<file path="src/rtl/writeback_arbiter_if.sv">
// ----------------------------------------------------------------------------
// writeback_arbiter_if
// Bundles the execute-side handshake and the write-back bus of the
// writeback_arbiter.
//   master : execute side / register file side (drives flush, exe_vaild,
//            exe_info; observes exe_ready and wb_*)
//   slave  : the arbiter itself
// Parameters:
//   REQ_NUM  number of requesting execution units
//   DW       result data width
//   RNBIT    rename bits; physical register index is 5+RNBIT bits
// ----------------------------------------------------------------------------
interface writeback_arbiter_if #(
  parameter int REQ_NUM = 6,
  parameter int DW      = 64,
  parameter int RNBIT   = 2
);
  localparam int IW = 5 + RNBIT;
  localparam int EW = IW + DW;

  logic                    flush;
  logic [REQ_NUM-1:0]      exe_vaild;
  logic [REQ_NUM-1:0]      exe_ready;
  logic [REQ_NUM*EW-1:0]   exe_info;
  logic                    wb_vaild;
  logic [IW-1:0]           wb_rd;
  logic [DW-1:0]           wb_res;
  logic [REQ_NUM-1:0]      wb_grant;

  modport master (
    output flush, exe_vaild, exe_info,
    input  exe_ready, wb_vaild, wb_rd, wb_res, wb_grant
  );

  modport slave (
    input  flush, exe_vaild, exe_info,
    output exe_ready, wb_vaild, wb_rd, wb_res, wb_grant
  );
endinterface

</file>
<file path="src/rtl/writeback_arbiter.sv">
// ----------------------------------------------------------------------------
// writeback_arbiter
// Shares the single integer register-file write port among the execution
// units. Each unit result lands in a one-entry holding register; one held
// result per cycle is granted and driven out through a registered
// write-back stage.
//
// Ports:
//   CLK               clock, rising edge
//   RST               asynchronous, active-high reset
//   bus (slave)       flush, exe_vaild/exe_ready/exe_info handshake,
//                     wb_vaild/wb_rd/wb_res/wb_grant write-back outputs
//
// Configuration macro:
//   WB_ARB_FIXPRIO_EN  when defined, the lowest-index held entry always wins
//                      and no round-robin pointer exists. Default (undefined)
//                      is round-robin starting at rr_ptr.
// ----------------------------------------------------------------------------
module writeback_arbiter #(
  parameter int REQ_NUM = 6,
  parameter int DW      = 64,
  parameter int RNBIT   = 2
) (
  input  logic             CLK,
  input  logic             RST,
  writeback_arbiter_if.slave bus
);
  localparam int IW = 5 + RNBIT;
  localparam int EW = IW + DW;
  localparam int PW = (REQ_NUM > 1) ? $clog2(REQ_NUM) : 1;

  logic [REQ_NUM-1:0] hold_vaild;
  logic [IW-1:0]      hold_rd  [REQ_NUM];
  logic [DW-1:0]      hold_res [REQ_NUM];

  logic [IW-1:0]      in_rd    [REQ_NUM];
  logic [DW-1:0]      in_res   [REQ_NUM];
  logic [REQ_NUM-1:0] in_x0;
  logic [REQ_NUM-1:0] accept;

  logic [REQ_NUM-1:0] grant;
  logic               gnt_any;
  logic [PW-1:0]      gnt_idx;
  int                 cand;

`ifndef WB_ARB_FIXPRIO_EN
  logic [PW-1:0]      rr_ptr;
`endif

  // ---- input slicing and accept ----
  for (genvar i = 0; i < REQ_NUM; i++) begin : g_in
    assign in_rd[i]  = bus.exe_info[i*EW+DW +: IW];
    assign in_res[i] = bus.exe_info[i*EW +: DW];
    // Architectural x0 destinations are consumed but never written.
    assign in_x0[i]  = (in_rd[i][IW-1:RNBIT] == '0);
  end

  // A slot granted this cycle is free for a same-cycle refill.
  assign bus.exe_ready = {REQ_NUM{~bus.flush}} & (~hold_vaild | grant);
  assign accept        = bus.exe_vaild & bus.exe_ready;

  // ---- grant selection ----
  always_comb begin
    gnt_any = 1'b0;
    gnt_idx = '0;
    cand    = 0;
    for (int n = 0; n < REQ_NUM; n++) begin
`ifdef WB_ARB_FIXPRIO_EN
      cand = n;
`else
      cand = int'(rr_ptr) + n;
      if (cand >= REQ_NUM) cand = cand - REQ_NUM;
`endif
      if (!gnt_any && hold_vaild[cand]) begin
        gnt_any = 1'b1;
        gnt_idx = PW'(cand);
      end
    end
    if (bus.flush) gnt_any = 1'b0;
    grant = gnt_any ? (REQ_NUM'(1) << gnt_idx) : '0;
  end

  // ---- holding stage: control ----
  always_ff @(posedge CLK or posedge RST) begin
    if (RST) begin
      hold_vaild <= '0;
    end else if (bus.flush) begin
      hold_vaild <= '0;
    end else begin
      for (int i = 0; i < REQ_NUM; i++) begin
        if (accept[i])     hold_vaild[i] <= ~in_x0[i];
        else if (grant[i]) hold_vaild[i] <= 1'b0;
      end
    end
  end

  // ---- holding stage: data ----
  always_ff @(posedge CLK) begin
    for (int i = 0; i < REQ_NUM; i++) begin
      if (accept[i] && !in_x0[i]) begin
        hold_rd[i]  <= in_rd[i];
        hold_res[i] <= in_res[i];
      end
    end
  end

`ifndef WB_ARB_FIXPRIO_EN
  // ---- round-robin pointer ----
  always_ff @(posedge CLK or posedge RST) begin
    if (RST) begin
      rr_ptr <= '0;
    end else if (gnt_any) begin
      rr_ptr <= (gnt_idx == PW'(REQ_NUM - 1)) ? '0 : gnt_idx + PW'(1);
    end
  end
`endif

  // ---- write-back stage ----
  always_ff @(posedge CLK or posedge RST) begin
    if (RST) begin
      bus.wb_vaild <= 1'b0;
      bus.wb_rd    <= '0;
      bus.wb_res   <= '0;
      bus.wb_grant <= '0;
    end else if (gnt_any) begin
      bus.wb_vaild <= 1'b1;
      bus.wb_rd    <= hold_rd[gnt_idx];
      bus.wb_res   <= hold_res[gnt_idx];
      bus.wb_grant <= grant;
    end else begin
      bus.wb_vaild <= 1'b0;
      bus.wb_grant <= '0;
    end
  end

endmodule
</file>
<file path="src/flat_wrapper.sv">
// flat-port wrapper written by rule: the top's interface ports become plain ports
module writeback_arbiter_flat 
#(
  parameter int REQ_NUM = 6,
  parameter int DW      = 64,
  parameter int RNBIT   = 2
)
  (CLK, RST, bus_flush, bus_exe_vaild, bus_exe_info, bus_exe_ready, bus_wb_vaild, bus_wb_rd, bus_wb_res, bus_wb_grant);
  writeback_arbiter_if #(.REQ_NUM(REQ_NUM), .DW(DW), .RNBIT(RNBIT)) bus_i ();
  input  logic CLK;
  input  logic RST;
  input wire logic [$bits(bus_i.flush)-1:0] bus_flush;
  input wire logic [$bits(bus_i.exe_vaild)-1:0] bus_exe_vaild;
  input wire logic [$bits(bus_i.exe_info)-1:0] bus_exe_info;
  output wire logic [$bits(bus_i.exe_ready)-1:0] bus_exe_ready;
  output wire logic [$bits(bus_i.wb_vaild)-1:0] bus_wb_vaild;
  output wire logic [$bits(bus_i.wb_rd)-1:0] bus_wb_rd;
  output wire logic [$bits(bus_i.wb_res)-1:0] bus_wb_res;
  output wire logic [$bits(bus_i.wb_grant)-1:0] bus_wb_grant;
  assign bus_i.flush = bus_flush;
  assign bus_i.exe_vaild = bus_exe_vaild;
  assign bus_i.exe_info = bus_exe_info;
  assign bus_exe_ready = bus_i.exe_ready;
  assign bus_wb_vaild = bus_i.wb_vaild;
  assign bus_wb_rd = bus_i.wb_rd;
  assign bus_wb_res = bus_i.wb_res;
  assign bus_wb_grant = bus_i.wb_grant;
  writeback_arbiter #(.REQ_NUM(REQ_NUM), .DW(DW), .RNBIT(RNBIT)) u_core (.CLK(CLK), .RST(RST), .bus(bus_i));
endmodule
</file>
<file path="config.mk">
export PLATFORM = sky130hd
export DESIGN_NAME = writeback_arbiter_flat
export DESIGN_NICKNAME = d
export VERILOG_FILES = /design/src/rtl/writeback_arbiter_if.sv /design/src/rtl/writeback_arbiter.sv /design/src/flat_wrapper.sv
export SDC_FILE = /design/constraint.sdc
export NUM_CORES = 1
export LEC_CHECK = 0
export CORE_UTILIZATION = 40
export DETAILED_ROUTE_END_ITERATION = 8
export DONT_BUFFER_PORTS = 1
export HOLD_SLACK_MARGIN = 0.12
export PLACE_DENSITY = 0.61
export SYNTH_ARGS = -nofsm -noshare
export SYNTH_HDL_FRONTEND = slang
export SYNTH_SLANG_ARGS = --single-unit
</file>
<file path="constraint.sdc">
create_clock -name CLK -period 25.4 [get_ports CLK]
set_clock_uncertainty 0.2 [all_clocks]
set_input_delay 5.08 -clock CLK [delete_from_list [all_inputs] [get_ports CLK]]
set_output_delay 5.08 -clock CLK [all_outputs]
set_load 0.1 [all_outputs]
</file>
======== Word-level counts from Yosys, hierarchy flattened ========
Memories as Yosys holds them, arrays and structs flattened. A register that Yosys moved wholly into a read port is not among the register bits.
Cells that the tools add are included.
word-level totals
  bits in registers ....................... 16
  RAM bits ................................ 426
  logic and storage cells ................. 148
  memories kept ........................... 2
  output and inout bits ................... 84
  bits of input ports ..................... 435
operators by class
  reduce and logical (&&, ||, !) cells .... 34
  bitwise operators ....................... 11
  add/sub/neg operators ................... 12
  mux-type cells .......................... 66
  magnitude comparators ................... 12
  shift operators ......................... 1
  equality and inequality tests ........... 1
memory list
  name             depth  width  rd ports  clocked after memory_dff  write ports  line                     text
  u_core.hold_res  6      64     1         1                         6            writeback_arbiter.sv:34  logic [DW-1:0] hold_res [REQ_NUM];
  u_core.hold_rd   6      7      1         1                         6            writeback_arbiter.sv:33  logic [IW-1:0] hold_rd [REQ_NUM];
operators with widths
  cell                                                                count
  less-than comparator 32 x 5 -> 1 bit, second input constant         6
  2-to-1 mux 32 bit                                                   6
  greater-or-equal comparator 32 x 4 -> 1 bit, second input constant  5
  subtractor 32 x 4 -> 32 bit, second input constant                  5
  2-to-1 mux 1 bit                                                    44
  logical NOT 5 bit                                                   6
  2-to-1 mux 3 bit                                                    7
  binary-select mux 1 bit (select 3 bit)                              6
  2-to-1 mux 6 bit                                                    3
  nonzero test 3 bit                                                  6
  bitwise AND 6 bit                                                   2
  logical AND 1 bit                                                   11
  logical NOT 1 bit                                                   11
  adder 3 x 2 -> 4 bit, second input constant                         2
  adder 3 x 3 -> 4 bit, second input constant                         2
  NOT 1 bit                                                           7
  NOT 6 bit                                                           1
  OR 6 bit                                                            1
  left shift 1 x 3 -> 6 bit, first input constant                     1
  adder 3 x 1 -> 4 bit, second input constant                         1
  subtractor 3 x 3 -> 4 bit, second input constant                    1
  adder 3 x 1 -> 3 bit, second input constant                         1
  == test 3 bit, second input constant                                1
  greater-or-equal comparator 3 bit, second input constant            1

======== Longest topological paths before layout ========
Gate-level depths: netlist of run 1.
  depth after elaboration ................. 29
  mapped depth ............................ 23
  mapped depth without buffers ............ 16

======== Worst setup path after synthesis of run 1 ========
Ideal clock, no wire load.
  kind .................................... input to output
  start point ............................. input port bus_flush
  end point ............................... output port bus_exe_ready[0]
  cell stages on the path ................. 5
  path buffers ............................ 1
  required time ........................... 20.120 ns
  slack ................................... 12.434 ns
  arrival time ............................ 7.686 ns
  path through ............................ inv_1 o41ai_4 clkbuf_1 or4b_1 a21oi_1
on the way
  longest elaborated chain between the ends .. 4
  elaborated cells on any way between the ends .. 5
  classes of those cells .................. 2 x mux; 3 x bitwise
ends and longest elaborated chain
  element                line                     text
  start, declared        flat_wrapper.sv:12       input wire logic [$bits(bus_i.flush)-1:0] bus_flush;
  2-to-1 mux 1 bit       writeback_arbiter.sv:79  if (bus.flush) gnt_any = 1'b0;
  2-to-1 mux 6 bit       writeback_arbiter.sv:80  grant = gnt_any ? (REQ_NUM'(1) << gnt_idx) : '0;
  OR 6 bit               writeback_arbiter.sv:59  assign bus.exe_ready = {REQ_NUM{~bus.flush}} & (~hold_vaild | grant);
  bitwise AND 6 bit (*)  writeback_arbiter.sv:59
  end, declared          flat_wrapper.sv:15       output wire logic [$bits(bus_i.exe_ready)-1:0] bus_exe_ready;
Mark *: on every way between the ends. The rest lies on a longest branch, timed or not.

======== Final worst setup path of run 1 ========
  start point ............................. input port bus_flush
  end point ............................... output port bus_exe_ready[4]
The elaborated chain is that of the path after synthesis.

==> results of run 1 <==
## critical path: stages
cell     delay, ns
inv_1         0.25
o41ai_4       0.14
buf_4         0.32
o31ai_1       0.43
and2_1        0.88
## synth_stat cells (all sizes together), types with 10 or more instances
master	instances	share of area, %
a21oi	86	2.1
and2	78	2.4
clkbuf	55	1.0
a2111oi	73	3.1
a211o	72	3.1
buf	24	0.74
inv	89	1.6
edfxtp	426	62
dfrtp	87	11
nand2	15	0.27
ha	14	0.85
mux4	71	7.8
o21ai	10	0.24
## logic make-up after synthesis
logic type,count (synthesis)
multiplexers,83
flip-flops,513
adder cells (fa/ha/maj),14
XOR/XNOR,5
AND/OR/NAND/NOR,142
AO/OA/AOI/OAI,282
buffers and inverters,168
## per-layer routing
metal / GRT usage [%] / share of wire, % / vias to the layer above / wire (um)
li1: - / - / 4809 / -
met1: 25.2 / 38 / 5763 / 21100
met2: 35.2 / 50 / 572 / 27800
met3: 7.63 / 9.3 / 122 / 5190
met4: 7.71 / 3.0 / 20 / 1650
met5: 0 / 0.25 / - / 138
## flip-flops by register name, summed over array words and instances, names as in the netlist
signal and count:
u_core.bus.wb_grant 6, u_core.bus.wb_rd 7, u_core.bus.wb_res 64, u_core.bus.wb_vaild 1, u_core.hold_rd 42, u_core.hold_res 384, u_core.hold_vaild 6, u_core.rr_ptr 3
## stage by stage
| stage | area (um^2) | cells | util, % |
|---|---|---|---|
| final | 23200 | 1934 | 46.0 |
| after global routing | 23200 | 1934 | 46.0 |
| after CTS | 23200 | 1927 | 46.0 |
| after detailed placement | 21400 | 1827 | 42.4 |
| after global placement | 21400 | 1827 | 42.4 |
| after floorplan | 20600 | 1207 | - |
## layout make-up
cell class,count,area (um^2),area share [%]
Clock inverter,23,275,1.18
Sequential cell,513,15000,64.4
Timing Repair Buffer,27,203,0.872
Inverter,89,337,1.45
Tap cell,672,841,3.62
Clock buffer,77,1560,6.71
Multi-Input combinational cell,526,5040,21.7
Antenna cell,7,17.5,0.0754
## worst max path at each step
stage                         start               end  slack [ns]  cells after the start
after floorplan           bus_flush  bus_exe_ready[0]       12.43                      5
after global placement    bus_flush  bus_exe_ready[4]       13.07                      5
after detailed placement  bus_flush  bus_exe_ready[4]       13.00                      5
after CTS                 bus_flush  bus_exe_ready[4]       13.01                      5
after global routing      bus_flush  bus_exe_ready[4]       12.91                      5
final                     bus_flush  bus_exe_ready[4]       12.99                      5
==> metrics.md, run 1 <==
| Metric | Value |
|---|---|
| Total track usage | `21.2%` |
| Crit path DAT | `7.13 ns` |
| Ports | `519` |
| Num rows | `82` |
| Post-synth EDFFs | `426` |
| Final Max Tran Viols | `0` |
| Synth-to-layout area growth | `12.9%` |
| Largest net degree at the start of global routing | `81` |
| Hold-fix buffers, CTS | `0` |
| Drt initial violations | `923` |
| Outcome | `finished, final reports clean` |
| Top FF cell, synth | `edfxtp_1` |
| Final worst-path cycle share | `48.8%` |
| Post-Syn Instances | `1207` |
| Initial Util | `40.8%` |
| Hold_ws | `about 0.39 ns` |
| Reg2reg path depth | `19` |
| Post-Synth XOR/XNOR Area | `less than 1%` |
| Asr flop ratio synth | `17.0%` |
| Startpoint types | `input pin` |
| DRC viols | `0` |
| Largest family of logic cells by synthesized area | `compound AO/OA/AOI/OAI gates` |
| Syn nets | `approximately 1700` |
| Hold EP | `u_core.hold_vaild[5]` |
| Commonest non-fill, non-tap cells in the layout | `edfxtp_1, dfrtp_1, inv_1` |
| Layout fillers | `4295` |
| Die width | `229 um` |
| Rel. slew slack | `between 20 and 25%` |
| Routed length per instance | `28.9 um` |
| Dpl ws | `13.00 ns` |
| Nets | `1659` |
| Max FO, Critical Path | `63` |
| Hold depth | `2` |
| Fraction of layout cells with a size suffix above 1 | `17.5%` |
| Clock Sinks | `513` |
| CP Data Required Time | `~20 ns` |
| # resized after CTS | `0` |
| Longest Clk Path Bufs | `3` |
| Clk_lat worst skew | `about 0.60 ns` |
| Count of input and output buffers | `0` |
| Setup TNS | `0 ns` |
| Hold WC Path Type | `flip-flop to flip-flop` |
| Sequential-to-total area share from yosys stat | `roughly 73%` |
| Post-detailed-routing wire length | `55900 um` |
| RSZ-0062 raised after global routing | `no` |
| Synth unique cells | `65` |
| Vias in the first global route | `11800` |
| Max Cap Viol | `0` |
| Area of the core | `just over 0.05 mm^2` |
| Detailed-router iteration count before antenna repair | `5` |
| Syn Area/Cell | `17.1 um^2` |
| Mux cell area share after synthesis | `roughly 8.4%` |
| Hold path startpoint | `u_core.hold_vaild[5]` |
| Worst Setup End Kind | `output port` |
| Mapped Area | `0.0206 mm^2` |
| Synth Register Bits | `between 500 and 600` |
| Final ANT Viol Nets | `0` |
| CTS tree | `done` |
| YS warnings | `0` |
| Vias | `approximately 11000` |
| Final setup viols | `0` |
| GPL Wtd Cong | `0.875` |
| Clock-pin transition on the worst setup and hold timing paths | `0.06 ns` |
| Die H | `229 um` |
| Post-CTS setup buffers | `0` |
| Maximum clock rate | `80.6 MHz` |
| WS Path Type | `input pin to output port` |
| First-pass GRT wire length | `81400 um` |
| Adder-Cell Fraction of Synth Area | `0.851%` |
| Total grt overflow | `0` |
| Hold Vio Cnt, Final | `0` |
| Cts bufs inserted | `53` |
| Post-synthesis compound-gate area fraction | `10.3%` |
| H-tree depth | `2` |
| Die Footprint | `0.0524 mm^2` |
| Commonest non-fill, non-tap cell in the layout | `edfxtp_1` |
| Root Buffer | `clkbuf_16` |
| Initial antenna violation count | `17` |
| DPL Wire Length | `about 38000 um` |
| R2r setup slk | `around 18 ns` |
| Tightest Pin Transition | `1.19 ns` |
| Min Clock Period, post-route | `12.41 ns` |
| Critical R2R Launch | `u_core.rr_ptr[0]` |
| Synth Area in Simple Gates | `under 10%` |
| R2R Path End | `u_core.hold_rd[3][1]` |
| Final setup margin | `~13 ns` |
| Vias per cell | `5.84` |
Power of run 1 is not shown: default switching activity piles up to over one toggle a cycle in this logic, so the estimate is an artifact.
==> run 2: changes to the inputs <==
Settings changed: PLACE_DENSITY 0.61 to 0.63.
Clock period 25.4 ns to 11 ns, I/O delays scaled along.
==> run 2 against run 1 <==
  * Register-to-register slack worse by 15 ns
  * Critical path type is now flip-flop to output port
  * Cell count rose by 0.36%
  * Hold slack improved by 0.071 ns
  * Sequential share of layout area grew 0.18 points
  * Worst setup slack worse by 11 ns
  * Critical path depth grew 10
==> metrics.md, run 2 (synthesis gave the netlist of run 1 again) <==
| Metric | Value |
|---|---|
| Hold_ws | `0.465 ns (was 0.394 ns)` |
| RSZ-0062 raised after global routing | `no (unchanged)` |
| Hold EP | `u_core.hold_vaild[4] (was u_core.hold_vaild[5])` |
| Hold WC Path Type | `flip-flop to flip-flop (unchanged)` |
| Total track usage | `21.6% (was 21.2%)` |
| Outcome | `finished, final reports clean (unchanged)` |
| Hold-fix buffers, CTS | `0 (unchanged)` |
| CP Data Required Time | `8.60 ns (was 20.12 ns)` |
| Clk_lat worst skew | `0.60 ns (about the same)` |
| R2R Path End | `u_core.hold_res[3][18] (was u_core.hold_rd[3][1])` |
| Register area | `0.0150 mm^2 (unchanged)` |
| WS Path Type | `flip-flop to output port (was input pin to output port)` |
| Hold path startpoint | `u_core.hold_vaild[4] (was u_core.hold_vaild[5])` |
| Post-CTS setup buffers | `0 (unchanged)` |
| Critical R2R Launch | `u_core.rr_ptr[1] (was u_core.rr_ptr[0])` |
| Min Clock Period, post-route | `roughly 8.6 ns` |
| Reg2reg path depth | `17 (was 19)` |
| R2r setup slk | `3.53 ns (was 18.20 ns)` |
| Total grt overflow | `0 (unchanged)` |
| Final worst-path cycle share | `78.4%` |
| Die Footprint | `0.0524 mm^2 (unchanged)` |
| Regs by FF count | `u_core.hold_res x384, u_core.bus.wb_res x64, u_core.hold_rd x42 (unchanged)` |
| Count of input and output buffers | `0 (unchanged)` |
| Post-detailed-routing wire length | `57000 um (was 55900 um)` |
| Met2 Routed Length | `27800 um (about the same)` |
| Vias in the first global route | `11900 (was 11800)` |
| DPL Wire Length | `38500 um (was 37800 um)` |
| Layout fillers | `4348 (was 4295)` |
| Final ANT Viol Nets | `0 (unchanged)` |
| WL met3 | `5140 um (was 5190 um)` |
| Root Buffer | `clkbuf_16 (unchanged)` |
| GPL Wtd Cong | `0.867 (was 0.875)` |
| Register name with the most flops | `u_core.hold_res (unchanged)` |
| Num rows | `82 (unchanged)` |
| Clock-pin transition on the worst setup and hold timing paths | `0.06 ns (about the same)` |
| Area of the core | `0.0505 mm^2 (unchanged)` |
| Initial Util | `40.8% (unchanged)` |
| Detailed-router iteration count before antenna repair | `5 (unchanged)` |
| M1 wire length | `21900 um (was 21100 um)` |
| H-tree depth | `2 (unchanged)` |
| Highest Signal Layer | `met5 (unchanged)` |
| CTS tree | `done (unchanged)` |
| Multi-input gate area | `0.00505 mm^2 (was 0.00504 mm^2)` |
| Tightest Pin Transition | `1.23 ns (was 1.19 ns)` |
| Vias | `11200 (was 11300)` |
| Longest Clk Path Bufs | `3 (unchanged)` |
| Synth-to-layout area growth | `12.6% (was 12.9%)` |
| Cts bufs inserted | `53 (unchanged)` |
| Max FO, Critical Path | `42 (was 63)` |
| Worst Setup End Kind | `output port (unchanged)` |
| Drt initial violations | `866 (was 923)` |
| First-pass GRT wire length | `82500 um (was 81400 um)` |
| Die width | `229 um (unchanged)` |
| Maximum clock rate | `116 MHz` |
| Commonest non-fill, non-tap cell in the layout | `edfxtp_1 (unchanged)` |
| Final Max Tran Viols | `0 (unchanged)` |
| DRC viols | `0 (unchanged)` |
| Hold Vio Cnt, Final | `0 (unchanged)` |
| # resized after CTS | `0 (unchanged)` |
| Routed length per instance | `29.4 um (was 28.9 um)` |
| Commonest non-fill, non-tap cells in the layout | `edfxtp_1, dfrtp_1, inv_1 (unchanged)` |
| Setup TNS | `0 ns (unchanged)` |
| Max Cap Viol | `0 (unchanged)` |
| Ports | `519 (unchanged)` |
| Die H | `229 um (unchanged)` |
| Fraction of layout cells with a size suffix above 1 | `16.7% (was 17.5%)` |
| Nets | `1658 (was 1659)` |
| Rel. slew slack | `18.3% (was 20.4%)` |
| Clock Sinks | `513 (unchanged)` |
| Startpoint types | `flip-flop (was input pin)` |
| Vias per cell | `5.79 (was 5.84)` |
| Hold depth | `2 (unchanged)` |
| Final setup viols | `0 (unchanged)` |
| Crit path DAT | `6.22 ns (was 7.13 ns)` |
| Largest net degree at the start of global routing | `80 (was 81)` |
| Initial antenna violation count | `26 (was 17)` |
| Max reg flops | `384 (unchanged)` |
-- run 2: changes by cell type in the layout (fill, tap and decap cells not counted), moves of 2 or more --
cell	delta
clkinv_2	+2
clkbuf_16	-2
inv_6	-2
diode_2	+9
clkinv_1	+8
clkbuf_8	-6
-- run 2: routing by layer --
metal,GRT usage (%),vias up
met5,0,-
met4,9.83,22
met3,7.06,128
met2,35.1,577
met1,26.3,5713
li1,-,4806
-- run 2: worst max path at each step --
stage,start,end,slack (ns),depth (start not counted)
global placement,u_core.rr_ptr[1],bus_exe_ready[3],3.09,15
global route,u_core.rr_ptr[1],bus_exe_ready[3],2.01,15
floorplan,u_core.rr_ptr[0],u_core.hold_rd[1][0],1.12,19
finish,u_core.rr_ptr[1],bus_exe_ready[3],2.38,15
detailed placement,u_core.rr_ptr[1],bus_exe_ready[3],2.97,15
CTS,u_core.rr_ptr[1],bus_exe_ready[3],2.29,15
-- run 2: layout make-up --
cell class,count,share of cell area [%]
diodes,16,0.173
clock buffers,69,6.15
clock inverters,30,1.39
inverters,89,1.45
multi-input cells,526,21.8
flip-flops and latches,513,64.6
well taps,672,3.63
repair buffers,26,0.842
-- run 2: worst max-delay path, stage by stage, from the launching register on --
cell	delay, ns
dfrtp_1	0.62
inv_1	0.27
ha_1	0.61
inv_1	0.24
ha_1	0.33
a31o_2	0.22
and2_1	0.17
or2_1	0.29
and2_1	0.16
a311o_2	0.54
buf_4	0.32
and2_4	0.38
a21oi_1	0.34
ha_1	0.21
nand2_1	0.12
a21oi_4	0.74
-- run 2: metrics by stage --
| stage | util [%] | cells | worst slack [ns] | cell area (um^2) |
|---|---|---|---|---|
| floorplan | - | 1207 | 1.12 | 20600 |
| global placement | 42.4 | 1826 | 3.09 | 21400 |
| detailed placement | 42.4 | 1826 | 2.97 | 21400 |
| CTS | 45.8 | 1925 | 2.29 | 23100 |
| global route | 45.9 | 1940 | 2.01 | 23200 |
| finish | 45.9 | 1941 | 2.38 | 23200 |
Power of run 2 is left out for the same reason.
==> run 3: changes to the inputs <==
Clock period 11 ns to 7 ns, I/O delays scaled along.
==> run 3 against run 2 <==
  * Via count rose by 0.83%
  * Sequential cell count unchanged
  * Die area unchanged
  * Critical path type unchanged
  * Highest routed layer unchanged
  * Core utilization up 0.48 points
  * Non-clock buffer count is 5 higher
  * Hold slack worse by 0.055 ns
  * Largest cell class unchanged
==> metrics.md, run 3 (synthesis gave the netlist of run 1 again) <==
| Metric | Value |
|---|---|
| Commonest non-fill, non-tap cells in the layout | `edfxtp_1, dfrtp_1, inv_1 (unchanged)` |
| Post-DP Area | `0.0215 mm^2 (was 0.0214 mm^2)` |
| Area of the core | `0.0505 mm^2 (unchanged)` |
| Vias | `11300 (was 11200)` |
| Synth-to-layout area growth | `13.7% (was 12.6%)` |
| Register name with the most flops | `u_core.hold_res (unchanged)` |
| Initial antenna violation count | `19 (was 26)` |
| Commonest non-fill, non-tap cell in the layout | `edfxtp_1 (unchanged)` |
| Startpoint types | `flip-flop (unchanged)` |
| R2r setup slk | `1.27 ns (was 3.53 ns)` |
| Root Buffer | `clkbuf_16 (unchanged)` |
| CP Data Required Time | `5.40 ns (was 8.60 ns)` |
| Critical R2R Launch | `u_core.rr_ptr[1] (unchanged)` |
| Rel. slew slack | `24.4% (was 18.3%)` |
| R2R Path End | `u_core.hold_res[2][27] (was u_core.hold_res[3][18])` |
| Setup TNS | `0 ns (unchanged)` |
| Die width | `229 um (unchanged)` |
| Reg2reg path depth | `12 (was 17)` |
| Die H | `229 um (unchanged)` |
| Hold WC Path Type | `flip-flop to flip-flop (unchanged)` |
| Clock-pin transition on the worst setup and hold timing paths | `0.06 ns (about the same)` |
| Max Cap Viol | `0 (unchanged)` |
| Max reg flops | `384 (unchanged)` |
| Min Clock Period, post-route | `6.67 ns` |
| Detailed-router iteration count before antenna repair | `5 (unchanged)` |
| First-pass GRT wire length | `81800 um (was 82500 um)` |
| Total grt overflow | `0 (unchanged)` |
| DRC viols | `0 (unchanged)` |
| Vias in the first global route | `11700 (was 11900)` |
| Num rows | `82 (unchanged)` |
| Post-CTS setup buffers | `0 (unchanged)` |
| Final ANT Viol Nets | `0 (unchanged)` |
| Tightest Pin Transition | `1.13 ns (was 1.23 ns)` |
| Longest Clk Path Bufs | `3 (unchanged)` |
| Vias per cell | `5.81 (was 5.79)` |
| Nets | `1665 (was 1658)` |
| Fraction of layout cells with a size suffix above 1 | `17.7% (was 16.7%)` |
| Post-detailed-routing wire length | `57200 um (was 57000 um)` |
| Hold-fix buffers, CTS | `0 (unchanged)` |
| Post-route cell area | `0.0234 mm^2 (was 0.0232 mm^2)` |
| Initial Util | `40.8% (unchanged)` |
| Max FO, Critical Path | `16 (was 42)` |
| Worst Setup End Kind | `output port (unchanged)` |
| Regs by FF count | `u_core.hold_res x384, u_core.bus.wb_res x64, u_core.hold_rd x42 (unchanged)` |
| Final Max Tran Viols | `0 (unchanged)` |
| RSZ-0062 raised after global routing | `no (unchanged)` |
| WS Path Type | `flip-flop to output port (unchanged)` |
| Critical Path End | `bus_exe_ready[0] (was bus_exe_ready[3])` |
| Die Footprint | `0.0524 mm^2 (unchanged)` |
| Clk_lat worst skew | `0.60 ns (about the same)` |
| CTS tree | `done (unchanged)` |
| Largest net degree at the start of global routing | `94 (was 80)` |
| Routed length per instance | `29.3 um (was 29.4 um)` |
| DPL Wire Length | `37600 um (was 38500 um)` |
| Clock Sinks | `513 (unchanged)` |
| Crit path DAT | `5.07 ns (was 6.22 ns)` |
| Maximum clock rate | `150 MHz` |
| Hold Vio Cnt, Final | `0 (unchanged)` |
| Drt initial violations | `828 (was 866)` |
| Final worst-path cycle share | `95.3%` |
| Final setup viols | `0 (unchanged)` |
| H-tree depth | `2 (unchanged)` |
| Total track usage | `21.6% (about the same)` |
| Critical path origin | `u_core.rr_ptr[1] (unchanged)` |
| Count of input and output buffers | `0 (unchanged)` |
| Ports | `519 (unchanged)` |
| Outcome | `finished, final reports clean (unchanged)` |
| Cts bufs inserted | `55 (was 53)` |
| GPL Wtd Cong | `0.869 (was 0.867)` |
-- run 3: changes by cell type in the layout (fill, tap and decap cells not counted), moves of 2 or more --
| cell | delta |
|---|---|
| clkinv_1 | -6 |
| clkbuf_1 | +3 |
| bufinv_16 | +4 |
| clkbuf_16 | +3 |
| buf_4 | +2 |
| buf_12 | +3 |
| inv_6 | +4 |
-- run 3: metal layers --
metal / vias up / routed length [um] / global-route usage (%)
met4: 20 / 2360 / 9.69
met3: 147 / 4790 / 6.75
met5: - / 132 / 0
li1: 4837 / - / -
met2: 537 / 28700 / 35.8
met1: 5798 / 21200 / 25.7
-- run 3: what timing repair did --
| item | CTS | global route |
|---|---|---|
| hold endpoints to repair | 0 | 0 |
| setup endpoints to repair | 0 | 1 |
| gates resized for setup | 0 | 1 |
-- run 3: how the worst min path moves through the flow --
stage,to,depth (start not counted),from
6_report,u_core.hold_vaild[5],2,u_core.hold_vaild[5]
3_5_place_dp,u_core.hold_vaild[5],2,u_core.hold_vaild[5]
4_1_cts,u_core.hold_vaild[5],2,u_core.hold_vaild[5]
2_1_floorplan,u_core.hold_vaild[5],2,u_core.hold_vaild[5]
3_3_place_gp,u_core.hold_vaild[5],2,u_core.hold_vaild[5]
5_1_grt,u_core.hold_vaild[5],2,u_core.hold_vaild[5]
-- run 3: area by class of cell --
type / count / area [um^2]
Sequential cell: 513 / 15000
Fill cell: 4292 / 27100
Clock buffer: 75 / 1510
Multi-Input combinational cell: 526 / 5060
Inverter: 89 / 337
Clock inverter: 29 / 399
Antenna cell: 15 / 37.5
Timing Repair Buffer: 31 / 270
Tap cell: 672 / 841
-- run 3: worst max-delay path, stage by stage, from the launching register on --
cell and delay, ns:
dfrtp_1 0.61, inv_1 0.25, ha_2 0.52, inv_1 0.16, ha_1 0.31, a31o_2 0.22, and2_1 0.17, or2_1 0.30
nand4_1 0.25, or4_1 0.23, nand2_4 0.20, or4b_1 0.71, a21oi_2 0.19, buf_4 0.32
-- run 3: stage by stage --
step | utilization, % | hold WS, ns | worst slack (ns) | cells
4_1_cts | 46.3 | 0.413 | 0.195 | 1935
3_3_place_gp | 42.5 | 0.400 | 0.918 | 1831
5_1_grt | 46.4 | 0.435 | 0.0572 | 1942
3_5_place_dp | 42.5 | 0.402 | 0.847 | 1831
6_report | 46.4 | 0.410 | 0.332 | 1950
2_1_floorplan | - | 0.344 | 0.00961 | 1207
Power of run 3 is left out for the same reason.
